File: config.mk
export PLATFORM = sky130hd
export DESIGN_NAME = tone_period_meter_flat
export DESIGN_NICKNAME = d
export VERILOG_FILES = /design/src/rtl/tone_pkg.sv /design/src/rtl/tone_period_meter_if.sv /design/src/rtl/tone_edge_sync.sv /design/src/rtl/tone_period_meter.sv /design/src/flat_wrapper.sv
export SDC_FILE = /design/constraint.sdc
export NUM_CORES = 1
export LEC_CHECK = 0
export CORE_MARGIN = 3
export CORE_UTILIZATION = 38
export CTS_CLUSTER_DIAMETER = 60
export DETAILED_ROUTE_END_ITERATION = 8
export SLEW_MARGIN = 25
export SYNTH_ARGS = -nofsm -noshare
export SYNTH_HDL_FRONTEND = slang
export SYNTH_SLANG_ARGS = --single-unit
File: constraint.sdc
create_clock -name CLK_IN -period 3.85 [get_ports CLK_IN]
set_input_delay 0.77 -clock CLK_IN [delete_from_list [all_inputs] [get_ports CLK_IN]]
set_output_delay 0.77 -clock CLK_IN [all_outputs]
set_load 0.01 [all_outputs]
File: src/rtl/tone_pkg.sv
//------------------------------------------------------------------------------
// tone_pkg: shared tone constants and the period-meter state encoding.
// Revision: 1.0
//------------------------------------------------------------------------------
`default_nettype none

package tone_pkg;

  localparam int MAIN_CLK_FREQ = 12_000_000;
  localparam int TONE_A_FREQ   = 440;
  localparam int TONE_A_DELAY  = MAIN_CLK_FREQ / TONE_A_FREQ;

  typedef enum logic [0:0] {
    IDLE    = 1'b0,
    MEASURE = 1'b1
  } meter_state_t;

endpackage

`default_nettype wire

File: src/rtl/tone_period_meter_if.sv
//------------------------------------------------------------------------------
// tone_period_meter_if: tone input and measurement results of the period meter.
// Revision: 1.0
//------------------------------------------------------------------------------
`default_nettype none

interface tone_period_meter_if #(
  parameter int CNT_W = 32
);
  logic             TONE_IN;
  logic [CNT_W-1:0] PERIOD_o;
  logic             PERIOD_VALID_o;
  logic             TONE_MATCH_o;
  logic             SIGNAL_LOST_o;
  logic             LED_D9;

  modport master (
    input  TONE_IN,
    output PERIOD_o,
    output PERIOD_VALID_o,
    output TONE_MATCH_o,
    output SIGNAL_LOST_o,
    output LED_D9
  );

  modport slave (
    output TONE_IN,
    input  PERIOD_o,
    input  PERIOD_VALID_o,
    input  TONE_MATCH_o,
    input  SIGNAL_LOST_o,
    input  LED_D9
  );
endinterface

`default_nettype wire

File: src/rtl/tone_edge_sync.sv
//------------------------------------------------------------------------------
// tone_edge_sync: 2-flop synchronizer, optional debounce (TONE_DEBOUNCE_EN),
// single-cycle rising-edge pulse.
// Revision: 1.0
//------------------------------------------------------------------------------
`default_nettype none

module tone_edge_sync #(
`ifdef TONE_DEBOUNCE_EN
  parameter int DEBOUNCE_CYCLES = 16
`endif
) (
  input  wire logic CLK_IN,
  input  wire logic RST_N_IN,
  input  wire logic i_tone,
  output logic      o_rise
);

  logic r_sync1;
  logic r_sync2;
  logic r_hist;
  logic w_level;

  always_ff @(posedge CLK_IN or negedge RST_N_IN) begin
    if (!RST_N_IN) begin
      r_sync1 <= 1'b0;
      r_sync2 <= 1'b0;
    end else begin
      r_sync1 <= i_tone;
      r_sync2 <= r_sync1;
    end
  end

`ifdef TONE_DEBOUNCE_EN
  localparam int               DB_W      = $clog2(DEBOUNCE_CYCLES + 1);
  localparam logic [DB_W-1:0]  C_DB_LAST = DB_W'(DEBOUNCE_CYCLES - 1);

  logic            r_stable;
  logic [DB_W-1:0] r_db_cnt;

  // A new level is taken only after it has been seen on DEBOUNCE_CYCLES
  // consecutive samples; any return to the stable level restarts the count.
  always_ff @(posedge CLK_IN or negedge RST_N_IN) begin
    if (!RST_N_IN) begin
      r_stable <= 1'b0;
      r_db_cnt <= '0;
    end else if (r_sync2 == r_stable) begin
      r_db_cnt <= '0;
    end else if (r_db_cnt == C_DB_LAST) begin
      r_stable <= r_sync2;
      r_db_cnt <= '0;
    end else begin
      r_db_cnt <= r_db_cnt + DB_W'(1);
    end
  end

  assign w_level = r_stable;
`else
  assign w_level = r_sync2;
`endif

  always_ff @(posedge CLK_IN or negedge RST_N_IN) begin
    if (!RST_N_IN) begin
      r_hist <= 1'b0;
    end else begin
      r_hist <= w_level;
    end
  end

  assign o_rise = w_level & ~r_hist;

endmodule

`default_nettype wire

File: src/rtl/tone_period_meter.sv
//------------------------------------------------------------------------------
// tone_period_meter: measures tone period in clock cycles and flags a match
// to the target tone. Optional input debounce via TONE_DEBOUNCE_EN.
// Revision: 1.0
//------------------------------------------------------------------------------
`default_nettype none

module tone_period_meter #(
  parameter int MAIN_CLK_FREQ   = tone_pkg::MAIN_CLK_FREQ,
  parameter int TARGET_FREQ     = tone_pkg::TONE_A_FREQ,
  parameter int TOL_CYCLES      = 272,
  parameter int MATCH_COUNT     = 4,
  parameter int TIMEOUT_CYCLES  = 600_000,
`ifdef TONE_DEBOUNCE_EN
  parameter int DEBOUNCE_CYCLES = 16,
`endif
  parameter int CNT_W           = 32
) (
  input  wire logic            CLK_IN,
  input  wire logic            RST_N_IN,
  tone_period_meter_if.master  bus
);
  import tone_pkg::*;

  localparam int               TARGET_DELAY = MAIN_CLK_FREQ / TARGET_FREQ;
  localparam int               RUN_W        = $clog2(MATCH_COUNT + 1);
  localparam logic [CNT_W-1:0] C_TARGET     = CNT_W'(TARGET_DELAY);
  localparam logic [CNT_W-1:0] C_TOL        = CNT_W'(TOL_CYCLES);
  localparam logic [CNT_W-1:0] C_TIMEOUT    = CNT_W'(TIMEOUT_CYCLES);
  localparam logic [RUN_W-1:0] C_RUN_MAX    = RUN_W'(MATCH_COUNT);

  meter_state_t     r_state, w_state_nxt;
  logic [CNT_W-1:0] r_cnt, w_cnt_nxt;
  logic [CNT_W-1:0] r_period, w_period_nxt;
  logic [RUN_W-1:0] r_run, w_run_nxt;
  logic             r_valid, w_valid_nxt;
  logic             r_match, w_match_nxt;
  logic             r_lost, w_lost_nxt;

  logic             w_rise;
  logic [CNT_W-1:0] w_diff;
  logic             w_in_tol;
  logic [RUN_W-1:0] w_run_inc;

  tone_edge_sync #(
`ifdef TONE_DEBOUNCE_EN
    .DEBOUNCE_CYCLES (DEBOUNCE_CYCLES)
`endif
  ) u_edge_sync (
    .CLK_IN   (CLK_IN),
    .RST_N_IN (RST_N_IN),
    .i_tone   (bus.TONE_IN),
    .o_rise   (w_rise)
  );

  // Larger minus smaller keeps the distance unsigned on both sides of target.
  assign w_diff    = (r_cnt >= C_TARGET) ? (r_cnt - C_TARGET) : (C_TARGET - r_cnt);
  assign w_in_tol  = (w_diff <= C_TOL);
  assign w_run_inc = (r_run == C_RUN_MAX) ? r_run : (r_run + RUN_W'(1));

  always_ff @(posedge CLK_IN or negedge RST_N_IN) begin
    if (!RST_N_IN) begin
      r_state  <= IDLE;
      r_cnt    <= '0;
      r_period <= '0;
      r_run    <= '0;
      r_valid  <= 1'b0;
      r_match  <= 1'b0;
      r_lost   <= 1'b1;
    end else begin
      r_state  <= w_state_nxt;
      r_cnt    <= w_cnt_nxt;
      r_period <= w_period_nxt;
      r_run    <= w_run_nxt;
      r_valid  <= w_valid_nxt;
      r_match  <= w_match_nxt;
      r_lost   <= w_lost_nxt;
    end
  end

  always_comb begin
    w_state_nxt  = r_state;
    w_cnt_nxt    = r_cnt;
    w_period_nxt = r_period;
    w_run_nxt    = r_run;
    w_valid_nxt  = 1'b0;
    w_match_nxt  = r_match;
    w_lost_nxt   = r_lost;

    case (r_state)
      IDLE: begin
        w_cnt_nxt = '0;
        if (w_rise) begin
          w_state_nxt = MEASURE;
          w_cnt_nxt   = CNT_W'(1);
          w_lost_nxt  = 1'b0;
        end
      end

      MEASURE: begin
        // A rise on the timeout cycle still closes a valid period.
        if (w_rise) begin
          w_period_nxt = r_cnt;
          w_valid_nxt  = 1'b1;
          w_cnt_nxt    = CNT_W'(1);
          if (w_in_tol) begin
            w_run_nxt   = w_run_inc;
            w_match_nxt = (w_run_inc == C_RUN_MAX);
          end else begin
            w_run_nxt   = '0;
            w_match_nxt = 1'b0;
          end
        end else if (r_cnt >= C_TIMEOUT) begin
          w_state_nxt = IDLE;
          w_cnt_nxt   = '0;
          w_lost_nxt  = 1'b1;
          w_match_nxt = 1'b0;
          w_run_nxt   = '0;
        end else begin
          w_cnt_nxt = r_cnt + CNT_W'(1);
        end
      end

      default: begin
        w_state_nxt = IDLE;
        w_cnt_nxt   = '0;
      end
    endcase
  end

  assign bus.PERIOD_o       = r_period;
  assign bus.PERIOD_VALID_o = r_valid;
  assign bus.TONE_MATCH_o   = r_match;
  assign bus.SIGNAL_LOST_o  = r_lost;
  assign bus.LED_D9         = r_match;

endmodule

`default_nettype wire

File: src/flat_wrapper.sv
// flat-port wrapper written by rule: the top's interface ports become plain ports
module tone_period_meter_flat import tone_pkg::*;
#(
  parameter int MAIN_CLK_FREQ   = tone_pkg::MAIN_CLK_FREQ,
  parameter int TARGET_FREQ     = tone_pkg::TONE_A_FREQ,
  parameter int TOL_CYCLES      = 272,
  parameter int MATCH_COUNT     = 4,
  parameter int TIMEOUT_CYCLES  = 600_000,

  parameter int CNT_W           = 32
)
  (CLK_IN, RST_N_IN, bus_TONE_IN, bus_PERIOD_o, bus_PERIOD_VALID_o, bus_TONE_MATCH_o, bus_SIGNAL_LOST_o, bus_LED_D9);
  tone_period_meter_if #(.CNT_W(CNT_W)) bus_i ();
  input  wire logic CLK_IN;
  input  wire logic RST_N_IN;
  input wire logic [$bits(bus_i.TONE_IN)-1:0] bus_TONE_IN;
  output wire logic [$bits(bus_i.PERIOD_o)-1:0] bus_PERIOD_o;
  output wire logic [$bits(bus_i.PERIOD_VALID_o)-1:0] bus_PERIOD_VALID_o;
  output wire logic [$bits(bus_i.TONE_MATCH_o)-1:0] bus_TONE_MATCH_o;
  output wire logic [$bits(bus_i.SIGNAL_LOST_o)-1:0] bus_SIGNAL_LOST_o;
  output wire logic [$bits(bus_i.LED_D9)-1:0] bus_LED_D9;
  assign bus_i.TONE_IN = bus_TONE_IN;
  assign bus_PERIOD_o = bus_i.PERIOD_o;
  assign bus_PERIOD_VALID_o = bus_i.PERIOD_VALID_o;
  assign bus_TONE_MATCH_o = bus_i.TONE_MATCH_o;
  assign bus_SIGNAL_LOST_o = bus_i.SIGNAL_LOST_o;
  assign bus_LED_D9 = bus_i.LED_D9;
  tone_period_meter #(.MAIN_CLK_FREQ(MAIN_CLK_FREQ), .TARGET_FREQ(TARGET_FREQ), .TOL_CYCLES(TOL_CYCLES), .MATCH_COUNT(MATCH_COUNT), .TIMEOUT_CYCLES(TIMEOUT_CYCLES), .CNT_W(CNT_W)) u_core (.CLK_IN(CLK_IN), .RST_N_IN(RST_N_IN), .bus(bus_i));
endmodule
# [After elaboration in Yosys (flattened, before gate mapping)]
# Index checks and enable logic that the tools add are counted.
[word_totals] wordCells=50 reg_bits=74
[classes] n_lt_le_gt_ge=3 n_bitwise=3 n_mux=21 reduce_logical=4 add_sub_neg=4 n_eq_ne=5
[ops] op="$mux 32" n=3
[ops] op="$pmux 32 s2" n=1
[ops] op="$add 32x1->32 const B" n=1
[ops] op="$ge 32x15->1 const B" n=1
[ops] op="$ge 32x20->1 const B" n=1
[ops] op="$le 32x9->1 const B" n=1
[ops] op="$sub 15x32->32 const A" n=1
[ops] op="$sub 32x15->32 const B" n=1
[ops] op="$mux 3" n=4
[ops] op="$mux 1" n=11
[ops] op="$eq 3x3->1 const B" n=2
[ops] op="$ne 2x2->1 const B" n=3
[ops] op="$pmux 1 s2" n=2
[ops] op="$reduce_and 2->1" n=2
[ops] op="$add 3x1->3 const B" n=1
[ops] op="$reduce_and 3->1" n=1
[ops] op="$not 1->1" n=2
[ops] op="$reduce_bool 2->1" n=1
[ops] op="$and 1x1->1" n=1

# [Longest topological paths before layout]
# Gate-level depths: netlist (run 1).
[depth] word_depth=5 ltp_mapped=13 mapped_depth_nobuf=11

# [Hierarchy]
# Synthesis (run 1) repeated with hierarchy kept, for this count alone.
[hier_totals] hier_cells=416 area_unflattened_um2=4201.5
[modules_own_cells] mod="tone_period_meter" n_inst=1 area_per_inst_um2=4112.7 cells_per_inst=412
[modules_own_cells] mod="tone_edge_sync" n_inst=1 area_per_inst_um2=88.8 cells_per_inst=4

# [Least setup slack after synthesis (run 1)]
# Ideal clock, no wire load.
[synth_timing] path_kind="reg2reg" from="register u_core.r_cnt[3]" to="register u_core.r_run[2]" stages_incl_launch_ff=13 synth_period_minus_slack_ns=3.475 required_ns=3.785 slack_ns=0.375 setup_ns=0.065 n_path_buf=1 t_arrival_ns=3.409 cell_sequence="dfrtp_1 > clkbuf_1 > inv_1 > ha_1 > nor4b_1 > o21ai_0 > or4b_2 > a311oi_1 > o21ai_0 > a311oi_1 > nand4_1 > a311oi_1 > o22a_1"
[synth_via] elab_chain_len=5
[synth_rtl] item="start: declaration" line="tone_period_meter.sv:33" rtl="logic [CNT_W-1:0] r_cnt, w_cnt_nxt;"
[synth_rtl] item="start signal: assignment" line="tone_period_meter.sv:72" rtl="r_cnt <= w_cnt_nxt;"
[synth_rtl] item="$sub 15x32->32 (tied with other cells)" line="tone_period_meter.sv:57" rtl="assign w_diff = (r_cnt >= C_TARGET) ? (r_cnt - C_TARGET) : (C_TARGET - r_cnt);"
[synth_rtl] item="$mux 32" line="tone_period_meter.sv:57"
[synth_rtl] item="$le 32x9->1" line="tone_period_meter.sv:58" rtl="assign w_in_tol = (w_diff <= C_TOL);"
[synth_rtl] item="$mux 3" line="tone_period_meter.sv:106" rtl="if (w_in_tol) begin"
[synth_rtl] item="$mux 3" line="tone_period_meter.sv:102" rtl="if (w_rise) begin"
[synth_rtl] item="end signal: assignment" line="tone_period_meter.sv:74" rtl="r_run <= w_run_nxt;"
[synth_rtl] item="end: declaration" line="tone_period_meter.sv:35" rtl="logic [RUN_W-1:0] r_run, w_run_nxt;"
# Several ways; a longest one is shown, not always the timed one.
# A chain may end at the register's enable or synchronous reset.

# [Worst setup path after layout (run 1)]
# Ends and elaborated chain as after synthesis.

==> reports/summary.txt, run 1 <==
status -> completed
Max-slew headroom -> 52.7%
hold path depth -> 0
worst r2r dst -> u_core.r_run[2]
Most used DFF post-synth -> dfrtp_1
Comb pwr share -> 9.0%
critical path capture point type -> flip-flop
pwr dens -> 336 nW/um^2
total clock sinks -> 74
Seq/Total Area, Yosys -> 44.9%
nets@finish -> 481
distinct cell type count after synthesis -> 71
Peak VDD IR -> 211 uV
asr flop ratio synth -> 100%
Final GP Congestion -> 0.926
Max Clock Freq -> 0.281 GHz
Routed Antenna Nets -> 0
synthesized area per cell -> 9.86 um^2
drt first pass iters -> 4
Worst-path clk slew -> 80 ps
Post-synth EDFFs -> 0
Post-Route WL -> 10.4 mm
Starting DRT DRC Count -> 189
r2r worst-path depth -> 12
Vias/cell -> 5.54
leakage -> 2.05 nW
switching power total -> 0.397 mW
Sw Share -> 23.6%
min Tclk post-route -> 3560 ps
# port buffers -> 38
Die Area -> 12200 um^2
nature of the critical path startpoint -> flip-flop
DP HPWL -> 7.48 mm
Starting Density -> 39.5%
Syn Std Cell Area -> 4130 um^2
top cell type's share of synthesized area -> 44.2%
Ys Warns -> 0
DR vias -> 3382
Final Max Tran Viols -> 0
period utilization -> 92.3%
largest net degree at the start of global routing -> 75
TritonCTS clock tree -> done
part of the power in the clock network -> 40.8%
Clock Path Buffers -> 2
RSZ-0062 raised after global routing -> false
WL/cell -> 17.0 um
Endpoint, Worst Hold -> u_core.u_edge_sync.r_sync2
placed cell areas -> 4760 um^2
Core Area -> 10500 um^2
Clock Tree Root -> clkbuf_8
CP max FO -> 7
FILL cells -> 1023
final instance area -> 5000 um^2
Synth area leaders -> dfrtp_1 (44%), mux2_2 (6.8%), o21ai_0 (3.5%)
R2R Setup Slk -> 290 ps
max_cap viols -> 0
Worst Setup Path Type -> flip-flop to flip-flop
number of buffers created by CTS -> 9
total global routing track utilization -> 18.6%
first-pass GRT wire length -> 17.4 mm
total negative setup slack -> 0 ps
cts hold-fix bufs -> 0
Worst Skew -> 9.57 ps
initial antenna violation count -> 0
worst-margin pin slew -> 704 ps
Clk Latency, worst-skew pair -> 350 ps
synth-to-layout area growth -> 21.1%
vias in the first global route -> 3332
CP required -> 4140 ps
row count -> 37
DRC viols -> 0
CP arrival -> 3840 ps
Die Ht -> 110 um
internal power -> 1.29 mW
setup bufs post-CTS -> 0
Seq cells post-synth -> 74
worst hold start -> u_core.u_edge_sync.r_sync1
boundary pin count -> 39
Post-Syn Instances -> 419
Remaining Overflow, GRT -> 0
final hold vios -> 0
chip width -> 110 um
# setup viols final -> 0
sequential share of power -> 50.2%
antenna fix cells -> 0
Min-Delay Path Class -> flip-flop to flip-flop
# H-tree levels -> 3
proportion of layout cells with a drive suffix above 1 -> 16.8%
RR Startpoint -> u_core.r_cnt[3]
area leader, netlist -> dfrtp_1
-- cell usage after synthesis (4+ instances only) --
master    instances
o21ai_0          29
nand2_1          23
nor3_1           12
a31oi_1           5
ha_1              8
buf_1             4
clkbuf_1         22
xnor2_1           9
nand3_1          21
nand4_1           4
nor4_1            7
o31a_1            4
xor2_1           10
a311oi_1          5
nand2b_1          5
a211o_1           5
mux2_2           25
inv_1            16
o211ai_1          7
nor2_1           32
or4_1             7
a211oi_1          5
dfrtp_1          73
a21oi_1          13
a21o_1            4
-- metrics by stage --
step	util (%)	std cells	worst slack [ps]	hold WS, ps	total power [mW]
after floorplan	-	430	375	331	0.918
after global placement	45.5	595	116	335	1.01
after detailed placement	45.5	595	154	339	1.01
after CTS	47.6	611	118	362	1.71
after global routing	47.8	611	47.5	381	1.77
final	47.8	611	295	362	1.68
-- cells in the final DEF, fill, tap and decap left out, drive strengths merged, types with 3 or more instances in the layout --
cell type / instances
xnor2: 9
a311oi: 5
nor3: 12
o21bai: 3
o31a: 4
o21ai: 31
nand4: 4
clkbuf: 10
clkdlybuf4s50: 37
conb: 12
and2: 3
or4: 8
a2111oi: 4
buf: 21
o211ai: 7
and3: 3
xor2: 10
nand3: 21
a31oi: 5
inv: 16
ha: 8
a211o: 5
clkinv: 3
dfrtp: 73
a21o: 4
a21oi: 14
mux2: 25
nand2b: 5
or4b: 3
or3: 3
a211oi: 6
nor2: 32
nand2: 24
nor4: 7
-- kinds of logic after synthesis --
logic type	Yosys count	share of synthesized area [%]
xor+xnor	19	4.03
mux	25	6.81
compound gates	110	19.7
flops	74	44.9
other cells	1	0.0908
simple gates	137	17.8
buf+inv	45	4.24
fa+ha+maj	8	2.42
-- critical path: stages, from the launching register on --
cell and delay, ps:
dfrtp_1 380, inv_1 150, ha_2 270, nor4b_2 220, buf_4 170, o21ai_0 160, or4b_2 670, a311oi_1 270
o21ai_1 180, a311oi_2 330, nand4_1 210, a311oi_1 310, o22a_1 160
-- repair_timing --
action | in CTS | in global routing
resized for setup | 0 | 4
setup endpoints to repair | 0 | 4
endpoints found under the hold margin | 0 | 0
-- final cells by class --
type	count	area (um^2)	share of cell area (%)
multi-input combinational	311	2160	43.2
sequential	74	1850	37.0
timing repair buffer	58	532	10.6
tap	136	170	3.40
clock buffer	10	138	2.75
clock inverter	6	90.1	1.80
inverter	16	60.1	1.20
-- per-layer routing --
metal | track usage (%) | part of all wire, %
met1 | 25.5 | 47
met5 | 0 | 0
met2 | 29.0 | 45
met4 | 6.42 | 2.4
met3 | 3.96 | 4.8
-- flip-flops by register name, indices dropped and copies added, names as in the netlist --
signal	count
u_core.r_run	3
u_core.u_edge_sync.r_sync1	1
u_core.u_edge_sync.r_hist	1
u_core.bus.PERIOD_o	32
u_core.r_state	1
u_core.bus.SIGNAL_LOST_o	1
u_core.u_edge_sync.r_sync2	1
u_core.bus.PERIOD_VALID_o	1
u_core.bus.LED_D9	1
u_core.r_cnt	32
-- how the worst max path moves through the flow --
stage,startpoint,to,slack (ps)
after floorplan,u_core.r_cnt[3],u_core.r_run[2],380
after global placement,u_core.r_cnt[3],u_core.r_run[2],120
after detailed placement,u_core.r_cnt[4],u_core.r_run[2],150
after CTS,u_core.r_cnt[4],u_core.r_run[2],120
after global routing,u_core.r_cnt[4],u_core.r_run[2],50
final,u_core.r_cnt[3],u_core.r_run[2],290
-- power groups by stage --
stage                     registers [mW]  logic, mW  clock network (mW)
final                              0.845      0.152               0.686
after global routing               0.852      0.169               0.748
after CTS                          0.845      0.154               0.707
after detailed placement           0.860      0.153                   0
after global placement             0.859      0.153                   0
after floorplan                    0.871     0.0478                   0
No activity file was read; power rests on OpenSTA's default activity.
==> run 2: changes to the inputs <==
--- a/config.mk
+++ b/config.mk
@@ -6,9 +6,11 @@
 export NUM_CORES = 1
 export LEC_CHECK = 0
 export CORE_MARGIN = 3
-export CORE_UTILIZATION = 38
+export CORE_UTILIZATION = 40
+export CTS_BUF_LIST = sky130_fd_sc_hd__clkbuf_2 sky130_fd_sc_hd__clkbuf_4 sky130_fd_sc_hd__clkbuf_8
 export CTS_CLUSTER_DIAMETER = 60
 export DETAILED_ROUTE_END_ITERATION = 8
+export DONT_BUFFER_PORTS = 1
 export SLEW_MARGIN = 25
 export SYNTH_ARGS = -nofsm -noshare
 export SYNTH_HDL_FRONTEND = slang
==> run 2 against run 1 <==
Die area down 4.7%. Highest routed layer unchanged. Routed wire length down 0.41%. Critical path depth is 3 lower. Largest power group unchanged. Hold slack worse by 260 ps. Register-to-register slack lost 50 ps. Critical endpoint unchanged. Count of clock-buffer cells in the layout increased by 1. Cell area shrank 7.9%. Maximum frequency shrank 1.4%. Power decreased by 4.6%.
==> reports/summary.txt, run 2 (same netlist as run 1, synthesis figures left out) <==
status -> completed
pwr dens -> 348 nW/um^2
max_cap viols -> 0
critical path capture point type -> flip-flop
RSZ-0062 raised after global routing -> false
CP max FO -> 14
GR met2 Demand/Resource -> 29.6%
total negative setup slack -> 0 ps
most frequent cells in the layout -> dfrtp_1 (73), nor2_1 (32), o21ai_0 (28)
row count -> 36
DP HPWL -> 7.30 mm
CP required -> 4140 ps
# setup viols final -> 0
total clock sinks -> 74
DR vias -> 3299
Routed Antenna Nets -> 0
# port buffers -> 0
nature of the critical path startpoint -> flip-flop
Min-Delay Path Class -> primary input to async pin
antenna fix cells -> 0
Pwr Total -> 1.60 mW
Clock Path Buffers -> 2
setup bufs post-CTS -> 0
Peak VDD IR -> 216 uV
DRC viols -> 0
Max-slew headroom -> 46.0%
initial antenna violation count -> 0
Final GP Congestion -> 0.888
vias in the first global route -> 3296
total global routing track utilization -> 19.0%
chip width -> 108 um
commonest non-fill, non-tap cell in the layout -> dfrtp_1
Max Clock Freq -> 0.277 GHz
CP arrival -> 3890 ps
WL/cell -> 18.1 um
FILL cells -> 982
met3 Use GR -> 5.34%
GRT met1 Usage -> 25.6%
first-pass GRT wire length -> 17.3 mm
Core Area -> 9910 um^2
worst path cell trace -> or4b_4, or4_4, o21ai_4, nor2_1, o31a_1, a2111oi_0, nand4_1, a311oi_1, o22a_1
Clk Latency, worst-skew pair -> 350 ps
number of buffers created by CTS -> 9
Post-Route WL -> 10.3 mm
period utilization -> 93.6%
Worst-path clk slew -> 80 ps
drt first pass iters -> 5
nets@finish -> 444
Vias/cell -> 5.78
Final Max Tran Viols -> 0
largest net degree at the start of global routing -> 75
Die Area -> 11600 um^2
worst-margin pin slew -> 803 ps
boundary pin count -> 39
TritonCTS clock tree -> done
Remaining Overflow, GRT -> 0
proportion of layout cells with a drive suffix above 1 -> 17.8%
Worst Skew -> 7.04 ps
Bufs and invs on worst path -> 0
final hold vios -> 0
min Tclk post-route -> 3600 ps
fin util -> 46.5%
Max stage delay cell, worst path -> or4b_4
synth-to-layout area growth -> 11.5%
delay-heaviest family, CP -> simple AND/OR/NAND/NOR gates
Starting Density -> 41.7%
Worst Setup Path Type -> flip-flop to flip-flop
slowest stage delay, CP -> 610 ps
Die Ht -> 108 um
# H-tree levels -> 3
Clock Tree Root -> clkbuf_8
leakage -> 1.91 nW
cts hold-fix bufs -> 0
gr busiest metal -> met2
Starting DRT DRC Count -> 294
## run 2: changes by cell type in the layout (fill, tap and decap cells not counted), sizes merged
cell           change
clkdlybuf4s50     -37
clkbuf             +1
clkinv             -1
## run 2: metal layers
layer | wire [um] | part of all wire, %
met1 | 4690 | 45
met5 | 0 | 0
met4 | 193 | 1.9
met2 | 4900 | 47
met3 | 549 | 5.3
## run 2: worst reg2reg max path, cell delays in order, from the launching register on
cell and delay, ps:
dfrtp_1 570, or4b_4 620, or4_4 590, o21ai_4 280, nor2_1 120, o31a_1 310, a2111oi_0 380, nand4_1 250
a311oi_1 270, o22a_1 160
## run 2: area by class of cell
type	count	area [um^2]	area share, %
Clock buffer	11	145	3.15
Clock inverter	5	77.6	1.68
Inverter	16	60.1	1.30
Multi-Input combinational cell	311	2150	46.6
Sequential cell	74	1850	40.2
Tap cell	133	166	3.61
Timing Repair Buffer	21	158	3.42
## run 2: report_power, final
part           switching (mW)  internal (mW)
Sequential             0.0468          0.818
Combinational          0.0261         0.0309
Clock                   0.295          0.388
Total                   0.368           1.24
## run 2: worst paths after layout
check                           cells past startpoint  slack [ps]                        from                          to
worst max-delay path                                9         250             u_core.r_cnt[6]             u_core.r_run[2]
worst min-delay path                                0         100                    RST_N_IN             u_core.r_cnt[4]
worst max register to register                      9         250             u_core.r_cnt[6]             u_core.r_run[2]
worst min register to register                      0         360  u_core.u_edge_sync.r_sync1  u_core.u_edge_sync.r_sync2
max in group asynchronous                           0        3500                    RST_N_IN    u_core.bus.SIGNAL_LOST_o
min in group CLK_IN                                 0         360  u_core.u_edge_sync.r_sync1  u_core.u_edge_sync.r_sync2
## run 2: metrics by stage
stage | hold WS [ps] | setup WS, ps | instance area [um^2] | instances
2_1_floorplan | 331 | 375 | 4170 | 430
3_3_place_gp | 341 | 254 | 4380 | 555
3_5_place_dp | 343 | 191 | 4380 | 555
4_1_cts | 91.1 | 142 | 4600 | 571
5_1_grt | 69.9 | 44.5 | 4610 | 571
6_report | 104 | 246 | 4610 | 571
## run 2: timing repair
action	in CTS	in global routing
endpoints found under the setup margin	0	3
endpoints found under the hold margin	0	0
resized for setup	0	2
==> run 3: changes to the inputs <==
--- a/config.mk
+++ b/config.mk
@@ -5,12 +5,12 @@
 export SDC_FILE = /design/constraint.sdc
 export NUM_CORES = 1
 export LEC_CHECK = 0
+export CORE_ASPECT_RATIO = 0.8
 export CORE_MARGIN = 3
 export CORE_UTILIZATION = 40
 export CTS_BUF_LIST = sky130_fd_sc_hd__clkbuf_2 sky130_fd_sc_hd__clkbuf_4 sky130_fd_sc_hd__clkbuf_8
 export CTS_CLUSTER_DIAMETER = 60
 export DETAILED_ROUTE_END_ITERATION = 8
-export DONT_BUFFER_PORTS = 1
 export SLEW_MARGIN = 25
 export SYNTH_ARGS = -nofsm -noshare
 export SYNTH_HDL_FRONTEND = slang
==> run 3 against run 2 <==
Non-clock buffer count up 40. Combinational power rose to 2.7 times the previous value. Hold slack improved by 220 ps. Core utilization increased by 4.3 points. Critical path depth is 2 higher. Maximum frequency is 0.93% higher. Clock skew grew 1.8 ps. Count of clock-buffer cells in the layout fell by 2. Worst setup slack better by 33 ps. Global-route usage decreased by 0.23 points. Die area barely moved. Sequential share of layout area fell by 3.2 points. Critical path type unchanged.
==> reports/summary.txt, run 3 (same netlist as run 1, synthesis figures left out) <==
first-pass GRT wire length -> 17.6 mm
Pwr Total -> 1.61 mW
period utilization -> 92.7%
most frequent CP cell -> a311oi_1
most frequent cells in the layout -> dfrtp_1 (73), clkdlybuf4s50_1 (37), nor2_1 (32)
TritonCTS clock tree -> done
chip width -> 120 um
Starting DRT DRC Count -> 286
Starting Density -> 41.9%
final hold vios -> 0
Die Ht -> 96.9 um
min Tclk post-route -> 3570 ps
antenna fix cells -> 0
leakage -> 2.05 nW
Routed Antenna Nets -> 0
Peak VDD IR -> 211 uV
row count -> 32
# H-tree levels -> 3
r2r worst-path depth -> 11
nets@finish -> 484
Worst Setup Path Type -> flip-flop to flip-flop
Reg area -> 1850 um^2
# port buffers -> 38
vias in the first global route -> 3345
Clock Tree Root -> clkbuf_8
DP HPWL -> 7.49 mm
Final Max Tran Viols -> 0
nature of the critical path startpoint -> flip-flop
cts hold-fix bufs -> 0
largest net degree at the start of global routing -> 75
worst path cell trace -> inv_1, ha_1, nor4b_1, o21ai_0, or4b_2, a311oi_1, o21ai_0, a311oi_1, nand4_1, a311oi_1, o22a_1
area used by multi-input combinational logic -> 2140 um^2
Clk Latency, worst-skew pair -> 360 ps
Worst path depth -> 11
CP max FO -> 7
initial antenna violation count -> 0
Max Clock Freq -> 0.280 GHz
Clock Path Buffers -> 2
total negative setup slack -> 0 ps
slowest stage delay, CP -> 640 ps
Max stage delay cell, worst path -> or4b_2
setup bufs post-CTS -> 0
Remaining Overflow, GRT -> 0
pwr dens -> 323 nW/um^2
status -> completed
FILL cells -> 933
Min-Delay Path Class -> primary input to async pin
delay-heaviest family, CP -> compound AO/OA/AOI/OAI gates
commonest non-fill, non-tap cell in the layout -> dfrtp_1
total clock sinks -> 74
critical path capture point type -> flip-flop
synth-to-layout area growth -> 21.0%
drt first pass iters -> 5
# setup viols final -> 0
Worst-path clk slew -> 80 ps
Max-slew headroom -> 42.0%
boundary pin count -> 39
DR vias -> 3429
proportion of layout cells with a drive suffix above 1 -> 16.7%
Bufs and invs on worst path -> 1
Final GP Congestion -> 0.922
Worst Skew -> 8.80 ps
WL/cell -> 17.1 um
worst-margin pin slew -> 861 ps
DRC viols -> 0
Die Area -> 11600 um^2
CP required -> 4150 ps
Post-Route WL -> 10.5 mm
post-cts sizing count -> 0
RSZ-0062 raised after global routing -> false
number of buffers created by CTS -> 9
max_cap viols -> 0
Vias/cell -> 5.58
total global routing track utilization -> 18.8%
CP arrival -> 3870 ps
Core Area -> 9850 um^2
-- run 3: stage by stage --
| stage | std cells | worst slack, ps | cell area (um^2) | hold slack [ps] | util (%) |
|---|---|---|---|---|---|
| after floorplan | 430 | 375 | 4170 | 331 | - |
| after global placement | 597 | 423 | 4770 | 339 | 48.4 |
| after detailed placement | 597 | 335 | 4770 | 344 | 48.4 |
| after CTS | 613 | 304 | 4970 | 365 | 50.5 |
| after global routing | 614 | 26.4 | 5000 | 330 | 50.7 |
| final | 614 | 279 | 5000 | 321 | 50.7 |
-- run 3: cell type report --
cell class	count	share of cell area (%)
clock inverter	7	1.53
multi-input combinational	311	42.9
inverter	16	1.20
timing repair buffer	61	11.4
tap	136	3.40
clock buffer	9	2.48
sequential	74	37.1
-- run 3: worst paths after layout --
kind	from	end	slack, ps
setup / recovery	u_core.r_cnt[3]	u_core.r_run[2]	280
min in group CLK_IN	u_core.u_edge_sync.r_sync1	u_core.u_edge_sync.r_sync2	360
setup reg to reg	u_core.r_cnt[3]	u_core.r_run[2]	280
hold reg to reg	u_core.u_edge_sync.r_sync1	u_core.u_edge_sync.r_sync2	360
max in group asynchronous	RST_N_IN	u_core.bus.SIGNAL_LOST_o	2930
hold / removal	RST_N_IN	u_core.r_cnt[7]	320
-- run 3: per-layer routing --
layer  wire (um)  vias up  track usage (%)
met5           0        -                0
met4         110        0             4.75
met3         610       10             4.62
met2        4320       98             26.7
met1        5440     1685             28.5
li1            -     1636                -
-- run 3: where the power goes --
part	internal [mW]	switching (mW)	total, mW
sequential	0.818	0.0271	0.845
combinational	0.0862	0.0683	0.154
clock	0.303	0.312	0.616
total	1.21	0.407	1.61
